$ cat src/rtl/crank_wheel_gen.sv
// Missing-tooth crank wheel generator: emits TOTAL_TEETH slots per revolution, the last
// MISSING_TEETH of which are gaps, with the slot length latched from tooth_period at each slot start.
//
// state | meaning
// IDLE  | stopped, waiting for enable
// LOW   | tooth slot, low half (vrout=0)
// HIGH  | tooth slot, high half (vrout=1)
// GAP   | missing-tooth slot (vrout=0, gap=1)
module crank_wheel_gen #(
    parameter int TOTAL_TEETH   = 60,
    parameter int MISSING_TEETH = 2,
    parameter int PERIOD_W      = 32
) (
    input  logic                clk,
    input  logic                rst_n,
    input  logic                enable,
    input  logic [PERIOD_W-1:0] tooth_period,
    input  logic [7:0]          start_slot,
    output logic                vrout,
    output logic [7:0]          tooth_idx,
    output logic                gap,
    output logic                rev_pulse,
    output logic                running
);

    localparam logic [7:0]          TOTAL_IDX = 8'(TOTAL_TEETH);
    localparam logic [7:0]          LAST_IDX  = 8'(TOTAL_TEETH - 1);
    localparam logic [7:0]          FIRST_GAP = 8'(TOTAL_TEETH - MISSING_TEETH);
    localparam logic [PERIOD_W-1:0] MIN_PER   = PERIOD_W'(2);
    localparam logic [PERIOD_W-1:0] ONE       = PERIOD_W'(1);

    typedef enum logic [1:0] {S_IDLE, S_LOW, S_HIGH, S_GAP} state_t;

    state_t              state_q, state_d;
    logic [PERIOD_W-1:0] cnt_q, cnt_d;
    logic [PERIOD_W-1:0] per_q, per_d;
    logic [7:0]          idx_q, idx_d;
    logic                vrout_q, vrout_d;
    logic                gap_q, gap_d;
    logic                rev_q, rev_d;
    logic                running_q, running_d;

    logic [PERIOD_W-1:0] per_new;
    logic [7:0]          next_idx;
    logic [7:0]          start_idx;
    logic [7:0]          slot_idx;
    logic                slot_is_gap;
    logic                begin_slot;

    always_comb begin
        per_new     = (tooth_period < MIN_PER) ? MIN_PER : tooth_period;
        next_idx    = (idx_q == LAST_IDX) ? 8'd0 : 8'(idx_q + 8'd1);
        start_idx   = (start_slot < TOTAL_IDX) ? start_slot : 8'd0;
        slot_idx    = (state_q == S_IDLE) ? start_idx : next_idx;
        slot_is_gap = (slot_idx >= FIRST_GAP);
    end

    always_comb begin
        state_d    = state_q;
        cnt_d      = cnt_q;
        per_d      = per_q;
        idx_d      = idx_q;
        vrout_d    = vrout_q;
        gap_d      = gap_q;
        rev_d      = 1'b0;
        running_d  = running_q;
        begin_slot = 1'b0;

        case (state_q)
            S_IDLE: begin
                if (enable) begin
                    begin_slot = 1'b1;
                end
            end
            S_LOW: begin
                if (cnt_q == '0) begin
                    state_d = S_HIGH;
                    cnt_d   = per_q - (per_q >> 1) - ONE;
                    vrout_d = 1'b1;
                end else begin
                    cnt_d = cnt_q - ONE;
                end
            end
            S_HIGH, S_GAP: begin
                if (cnt_q == '0) begin
                    // enable is only honoured at the slot boundary so a slot is never truncated
                    if (enable) begin
                        begin_slot = 1'b1;
                    end else begin
                        state_d   = S_IDLE;
                        running_d = 1'b0;
                        vrout_d   = 1'b0;
                        gap_d     = 1'b0;
                    end
                end else begin
                    cnt_d = cnt_q - ONE;
                end
            end
            default: begin
                state_d = S_IDLE;
            end
        endcase

        if (begin_slot) begin
            idx_d     = slot_idx;
            per_d     = per_new;
            running_d = 1'b1;
            rev_d     = (slot_idx == 8'd0);
            gap_d     = slot_is_gap;
            vrout_d   = 1'b0;
            state_d   = slot_is_gap ? S_GAP : S_LOW;
            cnt_d     = slot_is_gap ? (per_new - ONE) : ((per_new >> 1) - ONE);
        end
    end

    always_ff @(posedge clk or negedge rst_n) begin
        if (!rst_n) begin
            state_q   <= S_IDLE;
            cnt_q     <= '0;
            per_q     <= '0;
            idx_q     <= '0;
            vrout_q   <= 1'b0;
            gap_q     <= 1'b0;
            rev_q     <= 1'b0;
            running_q <= 1'b0;
        end else begin
            state_q   <= state_d;
            cnt_q     <= cnt_d;
            per_q     <= per_d;
            idx_q     <= idx_d;
            vrout_q   <= vrout_d;
            gap_q     <= gap_d;
            rev_q     <= rev_d;
            running_q <= running_d;
        end
    end

    assign vrout     = vrout_q;
    assign tooth_idx = idx_q;
    assign gap       = gap_q;
    assign rev_pulse = rev_q;
    assign running   = running_q;

endmodule

$ cat config.mk
export PLATFORM = sky130hd
export DESIGN_NAME = crank_wheel_gen
export DESIGN_NICKNAME = d
export VERILOG_FILES = /design/src/rtl/crank_wheel_gen.sv
export SDC_FILE = /design/constraint.sdc
export NUM_CORES = 1
export LEC_CHECK = 0
export ABC_AREA = 1
export CAP_MARGIN = 20
export CORE_MARGIN = 2
export CORE_UTILIZATION = 50
export DETAILED_ROUTE_END_ITERATION = 10
export GPL_TIMING_DRIVEN = 0
export PLACE_DENSITY_LB_ADDON = 0.3
export SYNTH_ARGS = -nofsm -noshare
export SYNTH_HDL_FRONTEND = slang
export SYNTH_SLANG_ARGS = --single-unit
export TNS_END_PERCENT = 100
$ cat constraint.sdc
create_clock -name clk -period 3.15 [get_ports clk]
set_input_delay 0.4725 -clock clk [delete_from_list [all_inputs] [get_ports clk]]
set_output_delay 0.4725 -clock clk [all_outputs]
set_load 0.05 [all_outputs]
== Word-level counts from Yosys, hierarchy flattened ==
Index checks and enable logic that the tools add are counted.

* Add/sub/neg operators: 6
* Magnitude comparators: 3
* Equal/unequal tests: 9
* Mux-type cells: 27
* Reductions and logical operators: 10

{| class="wikitable"
|+ Operators by type and width
! operator !! number
|-
| two-way mux 32 bit || 5
|-
| subtractor 32 x 1 -> 32 bit (second input constant) || 3
|-
| one-hot mux 32 bit (2 select lines) || 1
|-
| zero test 32 bit || 1
|-
| less-than comparator 32 x 2 -> 1 bit (second input constant) || 1
|-
| subtractor 31 x 1 -> 32 bit (second input constant) || 1
|-
| subtractor 32 x 31 -> 32 bit || 1
|-
| two-way mux 8 bit || 3
|-
| != test 3 bit (second input constant) || 4
|-
| two-way mux 1 bit || 10
|-
| two-way mux 2 bit || 5
|-
| adder 8 x 1 -> 8 bit (second input constant) || 1
|-
| equality test 8 x 6 -> 1 bit (second input constant) || 1
|-
| >= comparator 8 x 6 -> 1 bit (second input constant) || 1
|-
| zero test 8 bit || 1
|-
| less-than comparator 8 x 6 -> 1 bit (second input constant) || 1
|-
| equality test 2 bit (second input constant) || 2
|-
| one-hot mux 1 bit (2 select lines) || 2
|-
| one-hot mux 2 bit (2 select lines) || 1
|-
| AND reduction 4 bit || 1
|-
| nonzero test 2 bit || 2
|-
| AND reduction 3 bit || 1
|-
| nonzero test 3 bit || 1
|-
| equality test 2 x 1 -> 1 bit (second input constant) || 1
|-
| 4 further kinds || 4
|}

* Bits in registers: 78
* Input port bits: 43
* Output and inout bits: 12
* Logic and storage cells: 63

== Longest topological paths before layout ==
Gate-level depths: netlist (run 1).

* Depth after elaboration: 6
* Mapped depth: 27
* Mapped depth without buffers: 26

== Least setup slack after synthesis (run 1) ==
No wires, ideal clock.

* Path type: reg2reg
* Start point: register idx_q[1], in the netlist tooth_idx[1]
* End point: register cnt_q[18]
* Library setup time: 118 ps
* Arrival: 3,132 ps
* Setup slack: -99 ps
* Stages on the path, launching flop included: 25
* Path through: dfrtp_1 ha_1 nand3_1 nor2_1 nor2_4 nand2_1 nand2_2 nand2_2 nor2_4 nand2_4 nand2_8 buf_8 nand2_1 o21ai_2 inv_1 ha_1 nand3_1 nor2_2 nand2_1 nor2_4 nand2_1 nand3_1 nand3_1 nand2_1 nor2_1

* Word-level cells in the longest chain between the ends: 6
* Elaborated cells between the ends (all ways): 7

{| class="wikitable"
|+ RTL lines
! what !! RTL line !! source
|-
| start: declaration || 37 || <nowiki>logic [7:0] idx_q, idx_d;</nowiki>
|-
| start signal: assignment || 130 || <nowiki>idx_q <= idx_d;</nowiki>
|-
| adder 8 x 1 -> 8 bit / equality test 8 x 6 -> 1 bit (equally long branches) || 52 || <nowiki>next_idx = (idx_q == LAST_IDX) ? 8'd0 : 8'(idx_q + 8'd1);</nowiki>
|-
| two-way mux 8 bit (*) || 52 ||
|-
| two-way mux 8 bit (*) || 54 || <nowiki>slot_idx = (state_q == S_IDLE) ? start_idx : next_idx;</nowiki>
|-
| >= comparator 8 x 6 -> 1 bit (*) || 55 || <nowiki>slot_is_gap = (slot_idx >= FIRST_GAP);</nowiki>
|-
| two-way mux 32 bit (*) || 112 || <nowiki>cnt_d = slot_is_gap ? (per_new - ONE) : ((per_new >> 1) - ONE);</nowiki>
|-
| two-way mux 32 bit (*) || 104 || <nowiki>if (begin_slot) begin</nowiki>
|-
| end signal: assignment || 128 || <nowiki>cnt_q <= cnt_d;</nowiki>
|-
| end: declaration || 35 || <nowiki>logic [PERIOD_W-1:0] cnt_q, cnt_d;</nowiki>
|}

Mark *: on every way between the ends. The rest lies on a longest branch, timed or not.
A chain may end at the register's enable or synchronous reset.

== Final worst setup path (run 1) ==
* Start point: register idx_q[0], in the netlist tooth_idx[0]
* End point: register cnt_q[20]

Same word-level chain as after synthesis.

==> results of run 1 <==
==> power breakdown <==
group / switching [W] / internal [W]
clock network: 0.000470 / 0.000641
logic: 0.000880 / 0.000540
registers: 0.000119 / 0.00112
==> state kept, by name, indices dropped and copies added (netlist names) <==
name	cells
cnt_q	32
per_q	32
tooth_idx	8
state_q	2
gap	1
rev_pulse	1
running	1
vrout	1
==> logic make-up after synthesis <==
family                   count (synthesis)  share of synthesized area
AND/OR/NAND/NOR                        680                     0.3876
XOR/XNOR                                35                    0.03926
flip-flops                              78                     0.2500
buffers and inverters                  197                     0.1019
adder cells (fa/ha/maj)                 35                    0.05704
AO/OA/AOI/OAI                          232                     0.1642
==> Yosys cell counts (3+ instances only) <==
cell      instances  area (µm²)
clkbuf_1         16       60.06
a22oi_1           4       30.03
dfrtp_1          78        1952
nand4_1          19       118.9
o21ai_1           7       35.03
nor3_1           14       70.07
or2_2             5       31.28
nand3_1          98       490.5
o21a_1            7       52.55
a31oi_1          15       93.84
buf_1             5       18.77
nand2_1         326        1224
buf_4             3       22.52
xnor2_1           9       78.83
nor2_4            9       101.4
ha_1             34       425.4
xor2_1           26       227.7
nor4_1           11       68.82
o21ai_0         102       510.5
nor2_1          142       533.0
a21oi_1          75       375.4
nand3b_1         10       75.07
nor2_2           12       75.07
o211ai_1          5       37.54
nand2_2          26       162.7
o21ai_2           9       78.83
inv_1           155       581.8
buf_2             5       25.02
inv_2            10       37.54
==> critical path, stage by stage, from the launching register on <==
cell	delay, ps
dfrtp_2	440
ha_4	210
nand4_1	140
o211ai_1	240
nand2_1	170
inv_4	160
nand2_8	100
buf_8	150
nand2_4	60
o21ai_4	70
inv_2	120
ha_4	160
nand3_4	70
nor2_4	180
nand2_4	90
nor2_4	190
buf_6	140
nand3b_1	70
nand3_1	140
a21oi_1	80
==> layer usage <==
layer,track usage,vias up
li1,-,4333
met3,0.03701,71
met2,0.5014,405
met1,0.4148,4132
met4,0.1829,0
met5,0,-
==> per-stage QoR <==
stage	TNS (ps)	instance area (µm²)
after floorplan	0	7811
after global placement	-111560	8616
after detailed placement	-9682	8641
after CTS	-16.59	9029
after global routing	-1241	9568
final	0	9568
==> timing repair <==
action / in CTS / in global routing
cloned: 0 / 1
pin swaps: 4 / 34
setup endpoints to repair: 63 / 78
resized for setup: 20 / 85
hold buffers: 0 / 0
buffers inserted: 3 / 35
==> worst min path at each step <==
stage          startpoint  endpoint  slack [ps]  depth (start not counted)
2_1_floorplan       rst_n  cnt_q[0]         180                          0
3_5_place_dp        rst_n  per_q[9]         410                          1
3_3_place_gp     per_q[0]  per_q[0]         460                          2
4_1_cts             rst_n  per_q[9]          30                          1
5_1_grt             rst_n  per_q[9]          50                          1
6_report            rst_n  per_q[9]          30                          1
==> area by class of cell <==
cell class / instances / area (µm²) / area share
Buffer: 31 / 197.7 / 0.02066
Clock buffer: 12 / 246.5 / 0.02576
Clock inverter: 4 / 52.55 / 0.005492
Inverter: 165 / 624.3 / 0.06525
Multi-Input combinational cell: 983 / 5350 / 0.5592
Sequential cell: 78 / 1958 / 0.2047
Tap cell: 211 / 264.0 / 0.02759
Timing Repair Buffer: 93 / 874.6 / 0.09141
==> metrics.cfg, run 1 <==
[route]
wirelength_um = 26560
first_pass_iters = 6
drc = 0
routed-wl-met2_um = 11820
drt_iter0_drc = 810
via_count = 8941
top_layer_used = met4
viasPerCell = 5.670
ant_nets = 0
dr_wl_met3_um = 1787
wire_per_inst_um = 16.84
wl_met1_um = 11490

[timing]
finalHoldViolCount = 0
fin_crit_ps = 3084
worst_slack_ps = 65.57
rsz0062_at_grt = yes
period_share = 0.9792
fin_skew_ps = 9.718
worst_slew_pin_slew_ps = 571.1
relSlewSlack = 0.6152
hold_ws_ps = 25.51
setup_viol = 0
slew_viol_final = 0
timing.fmax_ghz = 0.3242

[power_and_ir_drop]
p_leak_nw = 4.478
p_per_area_mw_per_mm2 = 393.8
total_power_w = 0.003768
ir_drop_v = 0.0002939

[global_routing]
gr-total-overflow = 0
grt_pass1_vias = 7967
antenna_found_initial = 0
grt_first_pass_wirelength_um = 40390
grt_use_total = 0.3153
grt_max_degree = 55

[die]
start_util = 0.5118
ios = 55
num_rows = 45
die_w_um = 129.0
dieArea_mm2 = 0.01663
fp.dieH_um = 129.0
coreArea_mm2 = 0.01526

[status]
status = finished clean

[finish]
nets = 1439
fin_cells = 1577
num_antenna_cells = 0
final_common_cell = nand2_1
layout_common_cells = nand2_1, inv_1, nor2_1, o21ai_0, nand3_1
area_delta_synth_final_pct = 22.53
drive_gt1_frac = 0.1508
fillerInstances = 1449
post-route-util = 0.6271

[critical_path]
cp_data_arrival_time_ps = 3330
crit_start = tooth_idx[0]
setup.worst_path.class = reg -> reg
crit_required_ps = 3400
path_max_fanout = 8
critPathLaunchType = register
reg2reg_slack_ps = 70
end_kind = register
reg2regPathDepth = 19
endpoint = cnt_q[20]
rr_startpoint = tooth_idx[0]
rr_endpoint = cnt_q[20]

[placed_design]
port_buffers = 54
gp_congestion = 0.9864
dp_hpwl_um = 20230
placed_cells = 1523
dp_worst_setup_slack_ps = -601.6

[yosys]
syn_avg_cell_area_um2 = 6.212
syn_nets = 1335
yosys_warnings = 0
ys_seq_elements = 78
synth.yosys.seq_area_share = 0.2500
synth-main-ff-cell = dfrtp_1
synth_edf_count = 0
synth_cell_types = 45
syn_inst = 1257
synth_area_mm2 = 0.007809
async_reset_ff_frac = 1.000

[clock_network]
cts-root-buf = clkbuf_16
clkSinkCount = 78
ctsLongestPathBuffers = 2
cts_buffers = 9
cts_tree = built
clk_pin_slew_ps = 70
clock_latency_ps = 360
h-tree-depth = 3

[job]
max_cap_viol_count = 0

[hold_path]
hp-class = in -> async

Power figures use the tool's default switching activity.
==> run 2: changes to the inputs <==
--- a/config.mk
+++ b/config.mk
@@ -10,7 +10,6 @@
 export CORE_MARGIN = 2
 export CORE_UTILIZATION = 50
 export DETAILED_ROUTE_END_ITERATION = 10
-export GPL_TIMING_DRIVEN = 0
 export PLACE_DENSITY_LB_ADDON = 0.3
 export SYNTH_ARGS = -nofsm -noshare
 export SYNTH_HDL_FRONTEND = slang
==> run 2 against run 1 <==
  * Core utilization is 0.48 points higher
  * Register-to-register slack improved by 160 ps
  * Global-route usage fell by 0.84 points
  * Total power increased by 1.8%
  * Flip-flop and latch count unchanged
  * Die area unchanged
  * First-iteration DRC count down 0.86%
==> metrics.cfg, run 2 (synthesis results as in run 1) <==
[power_and_ir_drop]
clock_power_share = 0.313  ; +0.018
combPwrFrac = 0.367  ; -0.010
p_int_w = 0.002399  ; +4.3%
p_per_area_mw_per_mm2 = 398.0  ; +1.1%
ir_drop_v = 0.0002819  ; -4.1%
seq_power_share = 0.321  ; -0.007
p_leak_nw = 4.585  ; +2.4%
swShare = 0.3748  ; -0.01476
netSwitchingPower_w = 0.001438  ; -2.0%

[global_routing]
antenna_found_initial = 0  ; unchanged
grt_first_pass_wirelength_um = 40030  ; -0.91%
grt_max_degree = 73  ; +33%
grt_use_total = 0.3069  ; -0.008384
gr-total-overflow = 0  ; unchanged
grt_pass1_vias = 8051  ; +1.1%

[clock_network]
ctsLongestPathBuffers = 2  ; unchanged
clkSinkCount = 78  ; unchanged
cts_tree = built
clk_pin_slew_ps = 60  ; about the same
clock_latency_ps = 360  ; about the same
postCtsHoldBufs = 0  ; unchanged
h-tree-depth = 3  ; unchanged
cts-root-buf = clkbuf_16
cts_buffers = 9  ; unchanged

[timing]
finalHoldViolCount = 0  ; unchanged
setup_viol = 0  ; unchanged
timing.fmax_ghz = 0.3397  ; +4.8%
relSlewSlack = 0.4962  ; -0.1190
worst_slew_pin_slew_ps = 755.6  ; +184.5 ps
period_share = 0.9346  ; -0.04462
rsz0062_at_grt = yes
slew_viol_final = 0  ; unchanged
hold_ws_ps = 162.7  ; +137.2 ps
fin_crit_ps = 2944  ; -140.6 ps
fin_skew_ps = 8.340  ; -1.378 ps

[die]
num_rows = 45  ; unchanged
dieArea_mm2 = 0.01663  ; unchanged
die_w_um = 129.0  ; unchanged
ios = 55  ; unchanged
fp.dieH_um = 129.0  ; unchanged
start_util = 0.5118  ; unchanged
coreArea_mm2 = 0.01526  ; unchanged

[critical_path]
critPathLaunchType = primary input
path_max_fanout = 7  ; -1
end_kind = register
crit_required_ps = 3430  ; +30 ps
setup.worst_path.class = in -> reg
cp_data_arrival_time_ps = 3220  ; -110 ps

[route]
via_count = 8767  ; -1.9%
wire_per_inst_um = 15.42  ; -8.4%
drt_iter0_drc = 803  ; -0.86%
wirelength_um = 24710  ; -7.0%
ant_nets = 0  ; unchanged
viasPerCell = 5.473  ; -3.5%
drc = 0  ; unchanged
first_pass_iters = 6  ; unchanged

[status]
status = finished clean

[finish]
nets = 1464  ; +1.7%
final_common_cell = nand2_1
area_delta_synth_final_pct = 23.47
layout_common_cells = nand2_1, inv_1, nor2_1, o21ai_0, nand3_1
drive_gt1_frac = 0.1531  ; +0.002322
num_antenna_cells = 0  ; unchanged
fin_cells = 1602  ; +1.6%
post-route-util = 0.6319  ; +0.004838
fillerInstances = 1451  ; +0.14%

[placed_design]
port_buffers = 54  ; unchanged
dp_hpwl_um = 19270  ; -4.8%
placed_cells = 1576  ; +3.5%
gp_congestion = 0.9809  ; -0.56%

[job]
max_cap_viol_count = 0  ; unchanged

[hold_path]
hp-class = in -> async

[run 2: metrics by stage]
step / setup slack, ps / TNS, ps / power, W / cell area [µm²]
global route: -51.00 / -106.2 / 0.004079 / 9642
detailed placement: -228.9 / -2521 / 0.002610 / 9133
CTS: 125.2 / 0 / 0.003824 / 9464
finish: 206.1 / 0 / 0.003837 / 9642
floorplan: 68.81 / 0 / 0.002157 / 7811
global placement: -167.3 / -1536 / 0.002585 / 9133
[run 2: metal layers]
metal	up-vias	share of wire	track usage	wire, µm
li1	4375	-	-	-
met1	4033	0.43	0.3973	10640
met2	298	0.47	0.5089	11520
met3	61	0.056	0.03867	1373
met4	0	0.047	0.1477	1173
met5	-	0	0	0
[run 2: final timing paths]
kind | startpoint | to | slack [ps] | cells past startpoint
worst max-delay path | tooth_period[18] | cnt_q[30] | 210 | 18
worst min-delay path | rst_n | per_q[7] | 160 | 1
worst max register to register | tooth_idx[0] | cnt_q[23] | 230 | 21
worst min register to register | per_q[0] | per_q[0] | 480 | 2
max in group asynchronous | rst_n | per_q[23] | 2410 | 2
min in group clk | per_q[0] | per_q[0] | 480 | 2
[run 2: worst max-delay path, stage by stage]
cell and delay [ps]:
clkdlybuf4s50_1 430, nor4_2 290, buf_4 160, nand4_1 190, nor2_1 240, nor2_1 90
nand2_1 80, o21ai_2 60, inv_1 80, ha_2 180, nand3_1 110, nor2_4 180
nand2_2 110, nor2_4 180, nand3_1 90, nand2_1 80, nand2_1 50, a21oi_1 140
[run 2: final cells by class]
cell class | count | area [µm²] | area share
Timing Repair Buffer | 149 | 1301 | 0.1350
Multi-Input combinational cell | 982 | 5156 | 0.5348
Timing Repair inverter | 1 | 7.507 | 0.0007786
Inverter | 165 | 625.6 | 0.06488
Sequential cell | 78 | 1956 | 0.2028
Tap cell | 211 | 264.0 | 0.02738
Clock buffer | 10 | 239.0 | 0.02479
Clock inverter | 6 | 92.59 | 0.009603
[run 2: what timing repair did]
item,in CTS,in global routing
endpoints found under the setup margin,0,29
buffers inserted,0,9
resized for setup,0,29
[run 2: power by group through the flow]
stage	Sequential, W	Combinational [W]	Clock (W)
3_3_place_gp	0.00124	0.00134	0
5_1_grt	0.00125	0.00158	0.00125
6_report	0.00123	0.00141	0.00120
3_5_place_dp	0.00124	0.00137	0
2_1_floorplan	0.00124	0.000915	0
4_1_cts	0.00123	0.00137	0.00122
